File: src/rtl/sysid_pkg.sv
// Shared constants and FSM state encoding for the system ID reader.
// Word addresses of the sysid slave, stall counter width, state type.
package sysid_pkg;

    localparam logic SYSID_ADDR_ID = 1'b0;
    localparam logic SYSID_ADDR_TS = 1'b1;

    localparam int STALL_CNT_W = 16;

    typedef enum logic [1:0] {
        IDLE  = 2'd0,
        RD_ID = 2'd1,
        RD_TS = 2'd2,
        FIN   = 2'd3
    } state_t;

endpackage

File: src/rtl/sysid_rd_xact.sv
// Single Avalon-MM read: holds read/address through waitrequest and
// times out a stalled read.
// Ports: clk, reset, go/go_addr (launch), avm_* (bus side),
//        rd_done, rd_data, rd_timeout (completion strobes to the sequencer).
module sysid_rd_xact
    import sysid_pkg::*;
#(
    parameter int TIMEOUT_CYCLES = 255
) (
    input  logic        clk,
    input  logic        reset,
    input  logic        go,
    input  logic        go_addr,
    output logic        avm_read,
    output logic        avm_address,
    input  logic [31:0] avm_readdata,
    input  logic        avm_waitrequest,
    output logic        rd_done,
    output logic [31:0] rd_data,
    output logic        rd_timeout
);

    localparam logic [STALL_CNT_W-1:0] TMO = STALL_CNT_W'(TIMEOUT_CYCLES);

    logic [STALL_CNT_W-1:0] stall_cnt;
    logic                   stall_limit;

    // The limit only matters while a read is actually stalled.
    assign stall_limit = (stall_cnt == TMO);

    assign rd_done    = avm_read & ~avm_waitrequest;
    assign rd_timeout = avm_read & avm_waitrequest & stall_limit;
    assign rd_data    = avm_readdata;

    // A launch takes priority so a completing read can hand straight
    // over to the next one without a gap.
    always_ff @(posedge clk) begin
        if (reset) begin
            avm_read    <= 1'b0;
            avm_address <= SYSID_ADDR_ID;
            stall_cnt   <= '0;
        end else if (go) begin
            avm_read    <= 1'b1;
            avm_address <= go_addr;
            stall_cnt   <= '0;
        end else if (avm_read) begin
            if (!avm_waitrequest || stall_limit) begin
                avm_read <= 1'b0;
            end else begin
                stall_cnt <= stall_cnt + 16'd1;
            end
        end
    end

endmodule

File: src/rtl/sysid_reader.sv
// Avalon-MM read master that fetches the sysid ID and timestamp words
// and checks them against expected values.
// Ports: clk, reset, start; avm_* to sysid slave; busy, done, id_ok,
//        ts_ok, timeout, sysid_id, sysid_ts to the supervisor.
module sysid_reader
    import sysid_pkg::*;
#(
    parameter logic [31:0] EXPECTED_ID    = 32'd1243933255,
    parameter logic [31:0] EXPECTED_TS    = 32'd1260450551,
    parameter int          TIMEOUT_CYCLES = 255
) (
    input  logic        clk,
    input  logic        reset,
    input  logic        start,
    output logic        avm_address,
    output logic        avm_read,
    input  logic [31:0] avm_readdata,
    input  logic        avm_waitrequest,
    output logic        busy,
    output logic        done,
    output logic        id_ok,
    output logic        ts_ok,
    output logic        timeout,
    output logic [31:0] sysid_id,
    output logic [31:0] sysid_ts
);

    state_t      state_q;
    state_t      state_d;
    logic        go;
    logic        go_addr;
    logic        rd_done;
    logic        rd_timeout;
    logic [31:0] rd_data;

    sysid_rd_xact #(
        .TIMEOUT_CYCLES(TIMEOUT_CYCLES)
    ) u_xact (
        .clk            (clk),
        .reset          (reset),
        .go             (go),
        .go_addr        (go_addr),
        .avm_read       (avm_read),
        .avm_address    (avm_address),
        .avm_readdata   (avm_readdata),
        .avm_waitrequest(avm_waitrequest),
        .rd_done        (rd_done),
        .rd_data        (rd_data),
        .rd_timeout     (rd_timeout)
    );

    always_ff @(posedge clk) begin
        if (reset) begin
            state_q <= IDLE;
        end else begin
            state_q <= state_d;
        end
    end

    always_comb begin
        state_d = state_q;
        go      = 1'b0;
        go_addr = SYSID_ADDR_ID;
        unique case (state_q)
            IDLE: begin
                if (start) begin
                    go      = 1'b1;
                    state_d = RD_ID;
                end
            end
            RD_ID: begin
                if (rd_done) begin
                    go      = 1'b1;
                    go_addr = SYSID_ADDR_TS;
                    state_d = RD_TS;
                end else if (rd_timeout) begin
                    state_d = FIN;
                end
            end
            RD_TS: begin
                if (rd_done || rd_timeout) begin
                    state_d = FIN;
                end
            end
            FIN: begin
                state_d = IDLE;
            end
            default: begin
                state_d = IDLE;
            end
        endcase
    end

    // done is raised on the edge that enters FIN so it is visible
    // for exactly the single FIN cycle, with busy already low.
    always_ff @(posedge clk) begin
        if (reset) begin
            busy     <= 1'b0;
            done     <= 1'b0;
            id_ok    <= 1'b0;
            ts_ok    <= 1'b0;
            timeout  <= 1'b0;
            sysid_id <= '0;
            sysid_ts <= '0;
        end else begin
            done <= 1'b0;
            unique case (state_q)
                IDLE: begin
                    if (start) begin
                        busy    <= 1'b1;
                        id_ok   <= 1'b0;
                        ts_ok   <= 1'b0;
                        timeout <= 1'b0;
                    end
                end
                RD_ID: begin
                    if (rd_done) begin
                        sysid_id <= rd_data;
                        id_ok    <= (rd_data == EXPECTED_ID);
                    end else if (rd_timeout) begin
                        timeout <= 1'b1;
                        done    <= 1'b1;
                        busy    <= 1'b0;
                    end
                end
                RD_TS: begin
                    if (rd_done) begin
                        sysid_ts <= rd_data;
                        ts_ok    <= (rd_data == EXPECTED_TS);
                        done     <= 1'b1;
                        busy     <= 1'b0;
                    end else if (rd_timeout) begin
                        timeout <= 1'b1;
                        done    <= 1'b1;
                        busy    <= 1'b0;
                    end
                end
                FIN: begin
                end
                default: begin
                end
            endcase
        end
    end

endmodule
File: config.mk
export PLATFORM = sky130hd
export DESIGN_NAME = sysid_reader
export DESIGN_NICKNAME = d
export VERILOG_FILES = /design/src/rtl/sysid_pkg.sv /design/src/rtl/sysid_rd_xact.sv /design/src/rtl/sysid_reader.sv
export SDC_FILE = /design/constraint.sdc
export NUM_CORES = 1
export LEC_CHECK = 0
export CORE_MARGIN = 2
export CORE_UTILIZATION = 39
export DETAILED_ROUTE_END_ITERATION = 7
export GPL_ROUTABILITY_DRIVEN = 1
export PLACE_DENSITY = 0.68
export SLEW_MARGIN = 20
export SYNTH_ARGS = -nofsm -noshare
export SYNTH_HDL_FRONTEND = slang
export SYNTH_SLANG_ARGS = --single-unit
export TNS_END_PERCENT = 20
File: constraint.sdc
create_clock -name clk -period 2.2 [get_ports clk]
set_clock_uncertainty 0.15 [all_clocks]
set_input_delay 0.44 -clock clk [delete_from_list [all_inputs] [get_ports clk]]
set_output_delay 0.44 -clock clk [all_outputs]
set_load 0.02 [all_outputs]
# Word level (Yosys, flattened, before mapping)

Cells that the tools add are included.

Register bits: 89
Bits in latches: 0
Bits in writable memories: 0
ROM bits: 0
Word-level logic and storage cells: 78
Memories kept: 0

$add $sub $neg: 1
Multipliers: 0
Divide/modulo/power cells: 0
Magnitude comparators: 0
Equality and inequality tests: 14
Shifts and indexed selects: 0
Mux-type cells: 29
Bitwise gates (word level): 5
Reductions and logical operators: 18

Operator list:

| operator                                               | number |
|---|---|
| equality test 32 x 31 -> 1 bit (second input constant) | 2 |
| 2-to-1 mux 1 bit                                       | 18 |
| adder 16 x 1 -> 16 bit (second input constant)         | 1 |
| equality test 16 x 8 -> 1 bit (second input constant)  | 1 |
| inequality test 2 bit (second input constant)          | 6 |
| AND reduction 3 bit                                    | 4 |
| one-hot mux 1 bit (2 select lines)                     | 5 |
| 2-to-1 mux 2 bit                                       | 4 |
| one-hot mux 2 bit (4 select lines)                     | 1 |
| AND reduction 2 bit                                    | 3 |
| nonzero test 2 bit                                     | 3 |
| equality test 2 bit (second input constant)            | 2 |
| AND reduction 4 bit                                    | 1 |
| OR reduction 2 bit                                     | 2 |
| bitwise AND 1 bit                                      | 3 |
| inequality test 3 bit (second input constant)          | 1 |
| one-hot mux 1 bit (3 select lines)                     | 1 |
| nonzero test 3 bit                                     | 1 |
| equality test 2 x 1 -> 1 bit (second input constant)   | 1 |
| logical NOT 2 bit                                      | 1 |
| logical OR 1 bit                                       | 2 |
| inequality test 2 x 1 -> 1 bit (second input constant) | 1 |
| inverter 1 bit                                         | 2 |
| logical NOT 1 bit                                      | 1 |

# Depth between registers and ports, before layout

Gate-level depths: netlist of run 1.

Depth after elaboration: 5
Mapped depth: 8

# Cells and area by module

A second synthesis of run 1 with hierarchy kept.

Cells, all modules: 487
Area total of the unflattened synthesis: 3947.5 µm²

Modules (own cells, without submodules):

| module        | times used | cells each | area each (µm²) |
|---|---|---|---|
| sysid_reader  | 1          | 346        | 2738.9 |
| sysid_rd_xact | 1          | 141        | 1208.7 |

# Least setup slack after synthesis of run 1

No wires, ideal clock.

Path kind: register -> register
From: register state_q[1]
To: register u_xact.stall_cnt[10]
Data arrival time: 1755 ps
Slack: 224 ps
Cell stages (with the launch flop): 9
Buffers on the path: 2
Period minus slack after synthesis: 1976 ps
Cells stage by stage: dfxtp_1 inv_1 ha_1 and3b_1 buf_2 nor3_2 buf_2 nand2_1 mux2i_1

Cells in the longest elaborated chain, start to end: 3
Elaborated cells between the ends (all ways): 4
Classes of those cells: eq/ne: 1; mux: 1; reduce/logical: 2

RTL lines:

| element                                                           | line                | source |
|---|---|---|
| start, declared                                                   | sysid_reader.sv:28  | `state_t state_q;` |
| start signal, assigned                                            | sysid_reader.sv:56  | `state_q <= state_d;` |
| equality test 2 x 1 -> 1 bit or logical NOT 2 bit (tied branches) | sysid_reader.sv:64  | `unique case (state_q)` |
| one-hot mux 1 bit (2 select lines) (*)                            | sysid_reader.sv:64  |  |
| OR reduction 2 bit (no line) (*)                                  | -                   |  |
| end signal, assigned                                              | sysid_rd_xact.sv:50 | `stall_cnt <= stall_cnt + 16'd1;` |
| end, declared                                                     | sysid_rd_xact.sv:25 | `logic [STALL_CNT_W-1:0] stall_cnt;` |

Every way passes the cells marked *; elsewhere a longest branch is shown, timed or not.
A chain may end at the register's enable or synchronous reset.

# Final worst setup path of run 1

From: register u_xact.avm_read
To: output avm_read

RTL lines:

| element                | line                | source |
|---|---|---|
| start, declared        | sysid_rd_xact.sv:14 | `output logic avm_read,` |
| start signal, assigned | sysid_rd_xact.sv:39 | `avm_read <= 1'b0;` |
| start signal, assigned | sysid_rd_xact.sv:43 | `avm_read <= 1'b1;` |
| start signal, assigned | sysid_rd_xact.sv:48 | `avm_read <= 1'b0;` |
| end, declared          | sysid_reader.sv:16  | `output logic avm_read,` |

No word-level cell between the ends.

==> qor.txt, run 1 <==
post-synthesis cell count -> 459
core box area -> 9150 µm²
Buffers & Inverters on Critical Path -> 1
largest stage delay on the critical path -> 0.66 ns
Initial DRC Count -> 140
Crit path max-delay family -> buffers and inverters
Syn Nets -> 500
CP max-delay cell -> clkdlybuf4s50_1
actual slew at the worst max-slew pin -> 0.421 ns
WP data arrival -> 1.48 ns
EDFF count, synth -> 0
final cell count without fillers -> 701
chip height -> 101 µm
CP Launch Type -> register
row cnt -> 35
Final HPWL DP -> 7.44 mm
status -> finished, final reports clean
grt ovf -> 0
most frequent cells in the layout -> 152 x nand2_1, 105 x clkdlybuf4s50_1, 89 x dfxtp_1, 74 x a21oi_1, 30 x buf_4
largest net degree at the start of global routing -> 35
Filler cells -> 836
primary flip-flop cell chosen by synthesis mapping -> dfxtp_1
Total GRT Usage -> 20.7%
cell area after layout -> 5290 µm²
Via density -> 5.11
Worst R2R Start -> u_xact.stall_cnt[3]$_SDFFE_PP0P_
Tcrit/Tclk final -> 94.2%
Hold Vio Cnt, Final -> 0
Routed Antenna Nets -> 0
first-pass GRT wire length -> 16.7 mm
RSZ-0062 raised after global routing -> no
Netlist cell types -> 39
Worst Setup SP -> u_xact.avm_read$_SDFF_PP0_
Fmax -> 483 MHz
number of setup violations in the final report -> 0
vias in the first global route -> 3276
die width -> 101 µm
Placed Cells incl. Taps -> 685
die area -> 10100 µm²
most common cell after layout, fill and taps aside -> nand2_1
met1 wire length -> 4.88 mm
pwr/cell area -> 717 nW/µm²
CTS buffer count -> 9
routed wl met2 -> 4.77 mm
warning count from the yosys run -> 0
Max-slew headroom -> 71.7%
share of cells above drive strength 1 -> 10.0%
Met3 Routed Length -> 552 µm
clk root buf -> clkbuf_8
Final #Nets -> 626
worst hold-check path type -> in2reg
Crit Path Max Fanout -> 8
Seq/Total Area, Yosys -> 48.9%
clock slew at the register clock pins of the worst setup and hold paths -> 0.09 ns
Tmin final -> 2.07 ns
Synth Cell Area -> 3640 µm²
Avg Cell Area, Syn -> 7.94 µm²
Lkg Pwr -> 1.85 nW
drt wl/cell -> 14.8 µm
initial core utilization -> 39.8%
Worst Setup Path Type -> reg2out
uppermost layer routed -> met4
Sum Neg Setup Slack -> 0 ns
antenna diode count -> 0
critical path cell sequence -> clkdlybuf4s50_1
beginning of the worst hold path -> reset
GPL Wtd Cong -> 0.808
Clock Latency Late Sink -> 0.36 ns
CTS tree -> yes
Total Power -> 3.79 mW
Max Slew Vio Count -> 0
via count -> 3585
MaxCap Viol Count -> 0
antenna violations before repair -> 0
Routed WL -> 10.4 mm
synthesis-to-finish area growth -> 45.1%
Max clock buf depth -> 2
VDD IR max -> 383 µV
DRC viols -> 0
CP required -> 1.61 ns
IO Pins -> 107
Hold-fix buffers, CTS -> 0
drt pass-1 iters -> 4
clk sink count -> 89
flops & latches, synth -> 89
H-tree depth -> 3
ys async rst share -> 0%
I/O Buffers -> 106
area of placed instances -> 5050 µm²
post-CTS setup buffers -> 0
Setup crit end kind -> output port
-- layout make-up --
class,instances,area [µm²],share of cell area [%]
clock buffers,9,124,2.34
clock inverters,7,65.1,1.23
inverters,8,30.0,0.568
multi-input cells,337,1790,33.8
flip-flops and latches,89,1780,33.7
well taps,111,139,2.63
repair buffers,140,1360,25.7
-- cell usage after synthesis, types with 3 or more instances --
cell type  number  area, µm²
nor3_1          4       20.0
buf_2           4       20.0
buf_1           3       11.3
nor2b_1         4       25.0
a31oi_1         3       18.8
nor4_1          5       31.3
mux2i_1         9       90.1
a21oi_1        74        370
nand3_1        12       60.1
a211o_1         3       26.3
dfxtp_1        89       1780
ha_1            5       62.6
o41ai_1         3       26.3
nand2b_1        7       43.8
nand2_1       152        571
nor2_1         13       48.8
inv_1           8       30.0
a211oi_1        3       22.5
clkbuf_1       18       67.6
or4_1           4       30.0
xnor2_1         3       26.3
o21ai_0         5       25.0
nor4bb_1        4       40.0
nand4_1         4       25.0
-- final timing paths --
| path | endpoint | slack, ns | cells after the start |
|---|---|---|---|
| min reg2reg | sysid_id[0]$_SDFFE_PP0P_ | 0.31 | 2 |
| min | sysid_ts[5]$_SDFFE_PP0P_ | 0.28 | 2 |
| max reg2reg | u_xact.stall_cnt[14]$_SDFFE_PP0P_ | 0.30 | 4 |
| max | avm_read | 0.13 | 1 |
-- metrics by stage --
step	setup WS, ns	utilization (%)	hold WS, ns
6_report	0.128	57.8	0.280
5_1_grt	0.0697	57.8	0.283
4_1_cts	0.00333	57.5	0.270
3_5_place_dp	-0.448	55.1	0.296
3_3_place_gp	-0.416	55.1	0.291
2_1_floorplan	0.224	-	0.296
-- layer usage --
| metal | global-route usage, % | up-vias |
|---|---|---|
| li1 | - | 1826 |
| met4 | 7.48 | 0 |
| met1 | 27.9 | 1661 |
| met3 | 4.85 | 14 |
| met5 | 0 | - |
| met2 | 32.3 | 84 |
-- what timing repair did --
item | 4_1_cts | 5_1_grt
setup endpoints to repair | 2 | 2
pin swaps | 0 | 4
gates resized for setup | 4 | 4
gates cloned | 0 | 0
-- registers in the layout, indices dropped and copies added (netlist names) --
register and flops:
busy 1, done 1, id_ok 1, state_q 2, sysid_id 32, sysid_ts 32, timeout 1, ts_ok 1
u_xact.avm_address 1, u_xact.avm_read 1, u_xact.stall_cnt 16
-- where the power goes --
group / internal [mW] / switching (mW) / total, mW
clock network: 0.441 / 0.653 / 1.09
logic: 0.423 / 0.526 / 0.949
registers: 1.69 / 0.0626 / 1.75
total: 2.55 / 1.24 / 3.79
-- cell families after synthesis --
group,Yosys count,share of synthesized area [%]
adder cells (fa/ha/maj),5,1.72
multiplexers,9,2.47
flip-flops,89,48.9
AND/OR/NAND/NOR,222,27.7
AO/OA/AOI/OAI,98,15.0
XOR/XNOR,3,0.721
buffers and inverters,33,3.54
(Power assumes the default switching activity.)
==> run 2, diff against run 1 <==
CORE_UTILIZATION = 28   (was 39)
PLACE_DENSITY = unset   (was 0.68)
SKIP_CTS_REPAIR_TIMING = 1   (was unset)
==> run 2 against run 1 <==
Clock-buffer cell count did not move. Sequential share of layout area fell by 1.7 points. First-iteration DRC count rose by 34%. Final area rose by 5.2%. Cell count rose by 9.8%. Sequential power barely moved. Sequential cell count did not move.
==> qor.txt, run 2 (synthesis results as in run 1) <==
die area -> 13900 µm²
synthesis-to-finish area growth -> 52.6%
vias in the first global route -> 3645
MaxCap Viol Count -> 0
CTS buffer count -> 9
drt wl/cell -> 14.9 µm
Max-slew headroom -> 65.6%
Crit Path Max Fanout -> 8
DRC viols -> 0
CTS tree -> yes
initial core utilization -> 28.8%
Routed Antenna Nets -> 0
via count -> 3693
Worst Setup Path Type -> reg2out
clk root buf -> clkbuf_16
GPL Wtd Cong -> 0.809
Clk pwr share -> 38.8%
Worst R2R Start -> state_q[0]$_SDFFE_PP0P_
number of setup violations in the final report -> 0
Initial DRC Count -> 187
actual slew at the worst max-slew pin -> 0.516 ns
Crit path max-delay family -> buffers and inverters
largest stage delay on the critical path -> 0.67 ns
Top Registers -> sysid_id: 32 flops, sysid_ts: 32 flops, u_xact.stall_cnt: 16 flops
Max Slew Vio Count -> 0
RSZ-0062 raised after global routing -> no
largest net degree at the start of global routing -> 48
first-pass GRT wire length -> 18.6 mm
share of cells above drive strength 1 -> 10.9%
end point of the critical path -> avm_read
Clock Latency Late Sink -> 0.34 ns
final cell count without fillers -> 770
Total GRT Usage -> 16.6%
drt pass-1 iters -> 4
worst r2r path cells -> 6
clock slew at the register clock pins of the worst setup and hold paths -> 0.07 ns
status -> finished, final reports clean
Worst Setup SP -> u_xact.avm_read$_SDFF_PP0_
antenna diode count -> 0
FF-to-FF setup slack -> 0.28 ns
Fmax -> 478 MHz
CP max-delay cell -> clkdlybuf4s50_1
switch share -> 29.4%
IO Pins -> 107
CP Launch Type -> register
Hold Vio Cnt, Final -> 0
antenna violations before repair -> 0
Final HPWL DP -> 8.26 mm
VDD IR max -> 345 µV
P_sw -> 1.31 mW
worst hold-check path type -> in2reg
most common cell after layout, fill and taps aside -> nand2_1
Buffers & Inverters on Critical Path -> 1
sequential share of power -> 39.5%
Worst path depth -> 1
Comb power frac -> 21.7%
die width -> 118 µm
Tmin final -> 2.09 ns
Max clock buf depth -> 2
pwr/cell area -> 797 nW/µm²
Internal -> 3.13 mW
Lkg Pwr -> 1.98 nW
worst reg2reg endpoint -> ts_ok$_SDFFE_PP0P_
Routed WL -> 11.4 mm
grt ovf -> 0
row cnt -> 41
H-tree depth -> 3
CP required -> 1.61 ns
core box area -> 12700 µm²
Via density -> 4.80
chip height -> 118 µm
Placed Cells incl. Taps -> 754
most frequent cells in the layout -> 152 x nand2_1, 104 x clkdlybuf4s50_1, 89 x dfxtp_1, 74 x a21oi_1, 38 x buf_4
critical path cell sequence -> clkdlybuf4s50_1
Tcrit/Tclk final -> 95.2%
WP data arrival -> 1.50 ns
I/O Buffers -> 106
final core occ -> 43.9%
clk sink count -> 89
Setup crit end kind -> output port
Final #Nets -> 634
-- run 2: cell type report --
class                      count  area (µm²)
fill                        1264        7110
sequential                    89        1780
multi-input combinational    337        1780
timing repair buffer         148        1420
clock buffer                   9         225
tap                          172         215
clock inverter                 7         109
inverter                       8        30.0
-- run 2: routing by layer --
metal | GRT usage [%] | vias up | part of all wire (%)
li1 | - | 1837 | -
met1 | 20.0 | 1739 | 44
met2 | 28.1 | 100 | 48
met3 | 3.97 | 17 | 5.7
met4 | 6.70 | 0 | 2.1
met5 | 0 | - | 0
-- run 2: worst min path at each step --
stage,from,depth (start not counted),endpoint,slack (ns)
finish,avm_readdata[6],3,sysid_id[6]$_SDFFE_PP0P_,0.30
global route,avm_readdata[6],3,sysid_id[6]$_SDFFE_PP0P_,0.32
CTS,sysid_id[4]$_SDFFE_PP0P_,2,sysid_id[4]$_SDFFE_PP0P_,0.31
detailed placement,sysid_id[4]$_SDFFE_PP0P_,2,sysid_id[4]$_SDFFE_PP0P_,0.30
global placement,sysid_ts[5]$_SDFFE_PP0P_,2,sysid_ts[5]$_SDFFE_PP0P_,0.29
floorplan,u_xact.stall_cnt[15]$_SDFFE_PP0P_,2,u_xact.stall_cnt[15]$_SDFFE_PP0P_,0.30
-- run 2: metrics by stage --
stage / total power [mW] / area [µm²] / hold WS [ns] / worst slack (ns) / TNS (ns)
finish: 4.44 / 5560 / 0.301 / 0.106 / 0
global route: 4.64 / 5560 / 0.319 / 0.0363 / 0
CTS: 4.47 / 5520 / 0.305 / -0.0968 / -0.139
detailed placement: 2.73 / 5180 / 0.295 / -0.447 / -1.01
global placement: 2.71 / 5180 / 0.291 / -0.380 / -0.785
floorplan: 2.32 / 3640 / 0.296 / 0.224 / 0
-- run 2: power groups by stage --
stage,logic [mW],clock network (mW),registers [mW]
floorplan,0.474,0,1.84
global placement,0.922,0,1.79
detailed placement,0.943,0,1.79
finish,0.964,1.72,1.75
global route,1.05,1.82,1.76
CTS,0.949,1.77,1.75
==> run 3, diff against run 2 <==
CORE_MARGIN = unset   (was 2)
==> run 3 against run 2 <==
Sequential power is essentially flat. Sequential cell count stayed put. Final area decreased by 0.34%. Maximum frequency is 1.5% lower. Global-route usage fell by 0.15 points. Hold slack gained 0.0026 ns. Register-to-register slack gained 0.04 ns.
==> qor.txt, run 3 (synthesis results as in run 1) <==
VDD IR max -> 337 µV
MaxCap Viol Count -> 0
synthesis-to-finish area growth -> 52.1%
drt pass-1 iters -> 4
core box area -> 12700 µm²
Worst Setup Path Type -> in2reg
first-pass GRT wire length -> 17.1 mm
GPL Wtd Cong -> 0.822
Routed Antenna Nets -> 0
largest net degree at the start of global routing -> 45
share of cells above drive strength 1 -> 11.1%
Worst R2R Start -> u_xact.stall_cnt[2]$_SDFFE_PP0P_
FF-to-FF setup slack -> 0.32 ns
Clock Latency Late Sink -> 0.34 ns
die area -> 13500 µm²
actual slew at the worst max-slew pin -> 0.468 ns
Crit Path Max Fanout -> 2
clk sink count -> 89
DP Worst Slack -> -0.501 ns
hold depth -> 2
CTS tree -> yes
Worst Setup SP -> avm_readdata[20]
final core occ -> 43.8%
number of setup violations in the final report -> 0
CTS buffer count -> 9
WHS Endpoint -> sysid_ts[6]$_SDFFE_PP0P_
Filler cells -> 1242
worst reg2reg endpoint -> u_xact.stall_cnt[14]$_SDFFE_PP0P_
Max-slew headroom -> 68.8%
antenna violations before repair -> 0
clock slew at the register clock pins of the worst setup and hold paths -> 0.06 ns
most common cell after layout, fill and taps aside -> nand2_1
die width -> 116 µm
area of placed instances -> 5170 µm²
CP required -> 2.30 ns
antenna diode count -> 0
chip height -> 116 µm
Total GRT Usage -> 16.4%
vias in the first global route -> 3353
RSZ-0062 raised after global routing -> no
Hold Vio Cnt, Final -> 0
status -> finished, final reports clean
Initial DRC Count -> 198
DRC viols -> 0
initial core utilization -> 28.8%
Tcrit/Tclk final -> 96.6%
Max Slew Vio Count -> 0
Setup crit end kind -> register
worst hold margin -> 0.303 ns
Final HPWL DP -> 7.97 mm
Final Worst Setup Slack -> 0.0737 ns
Final #Nets -> 633
via count -> 3606
worst r2r path cells -> 4
worst hold-check path type -> reg2reg
WP data arrival -> 2.22 ns
IO Pins -> 107
Sum Neg Setup Slack -> 0 ns
Fmax -> 470 MHz
most frequent cells in the layout -> 152 x nand2_1, 104 x clkdlybuf4s50_1, 89 x dfxtp_1, 74 x a21oi_1, 37 x buf_4
CP Launch Type -> input port
pwr/cell area -> 778 nW/µm²
Tmin final -> 2.13 ns
H-tree depth -> 3
beginning of the worst hold path -> sysid_ts[6]$_SDFFE_PP0P_
Lkg Pwr -> 1.95 nW
Total Power -> 4.31 mW
drt wl/cell -> 14.3 µm
clk root buf -> clkbuf_16
grt ovf -> 0
Top Registers -> sysid_id: 32 flops, sysid_ts: 32 flops, u_xact.stall_cnt: 16 flops
I/O Buffers -> 106
row cnt -> 41
Max clock buf depth -> 2
Placed Cells incl. Taps -> 753
Via density -> 4.69
cell area after layout -> 5540 µm²
Routed WL -> 11.0 mm
final cell count without fillers -> 769
run 3: layer usage:
layer  vias up  global-route usage (%)  part of all wire (%)
li1       1833                       -                     -
met5         -                       0                     0
met1      1674                    21.9                    46
met4         0                    6.58                   1.5
met3        12                    3.68                   5.7
met2        87                    25.7                    46
run 3: worst max-delay path, cell delays in order:
cell	delay, ns
clkdlybuf4s50_1	0.50
nor4bb_4	0.29
nand4_1	0.15
or4_4	0.58
o41ai_2	0.27
run 3: how the worst max path moves through the flow:
stage                                              to  cells past startpoint  slack [ns]
floorplan           u_xact.stall_cnt[10]$_SDFFE_PP0P_                      8        0.22
global route                       id_ok$_SDFFE_PP0P_                      5       0.002
finish                             id_ok$_SDFFE_PP0P_                      5        0.07
global placement                   ts_ok$_SDFFE_PP0P_                      5       -0.41
CTS                                ts_ok$_SDFFE_PP0P_                      5       -0.14
detailed placement                 ts_ok$_SDFFE_PP0P_                      5       -0.50
run 3: power by group:
part	total, mW	switching, mW	internal (mW)
Clock	1.59	0.665	0.927
Combinational	0.968	0.538	0.430
Sequential	1.75	0.0643	1.69
run 3: cell type report:
type                       instances  area, µm²  share of cell area, %
timing repair buffer             147       1420                   25.5
multi-input combinational        337       1790                   32.3
clock inverter                     6       72.6                   1.31
tap                              172        215                   3.88
sequential                        89       1780                   32.1
clock buffer                      10        239                   4.31
inverter                           8       30.0                  0.542
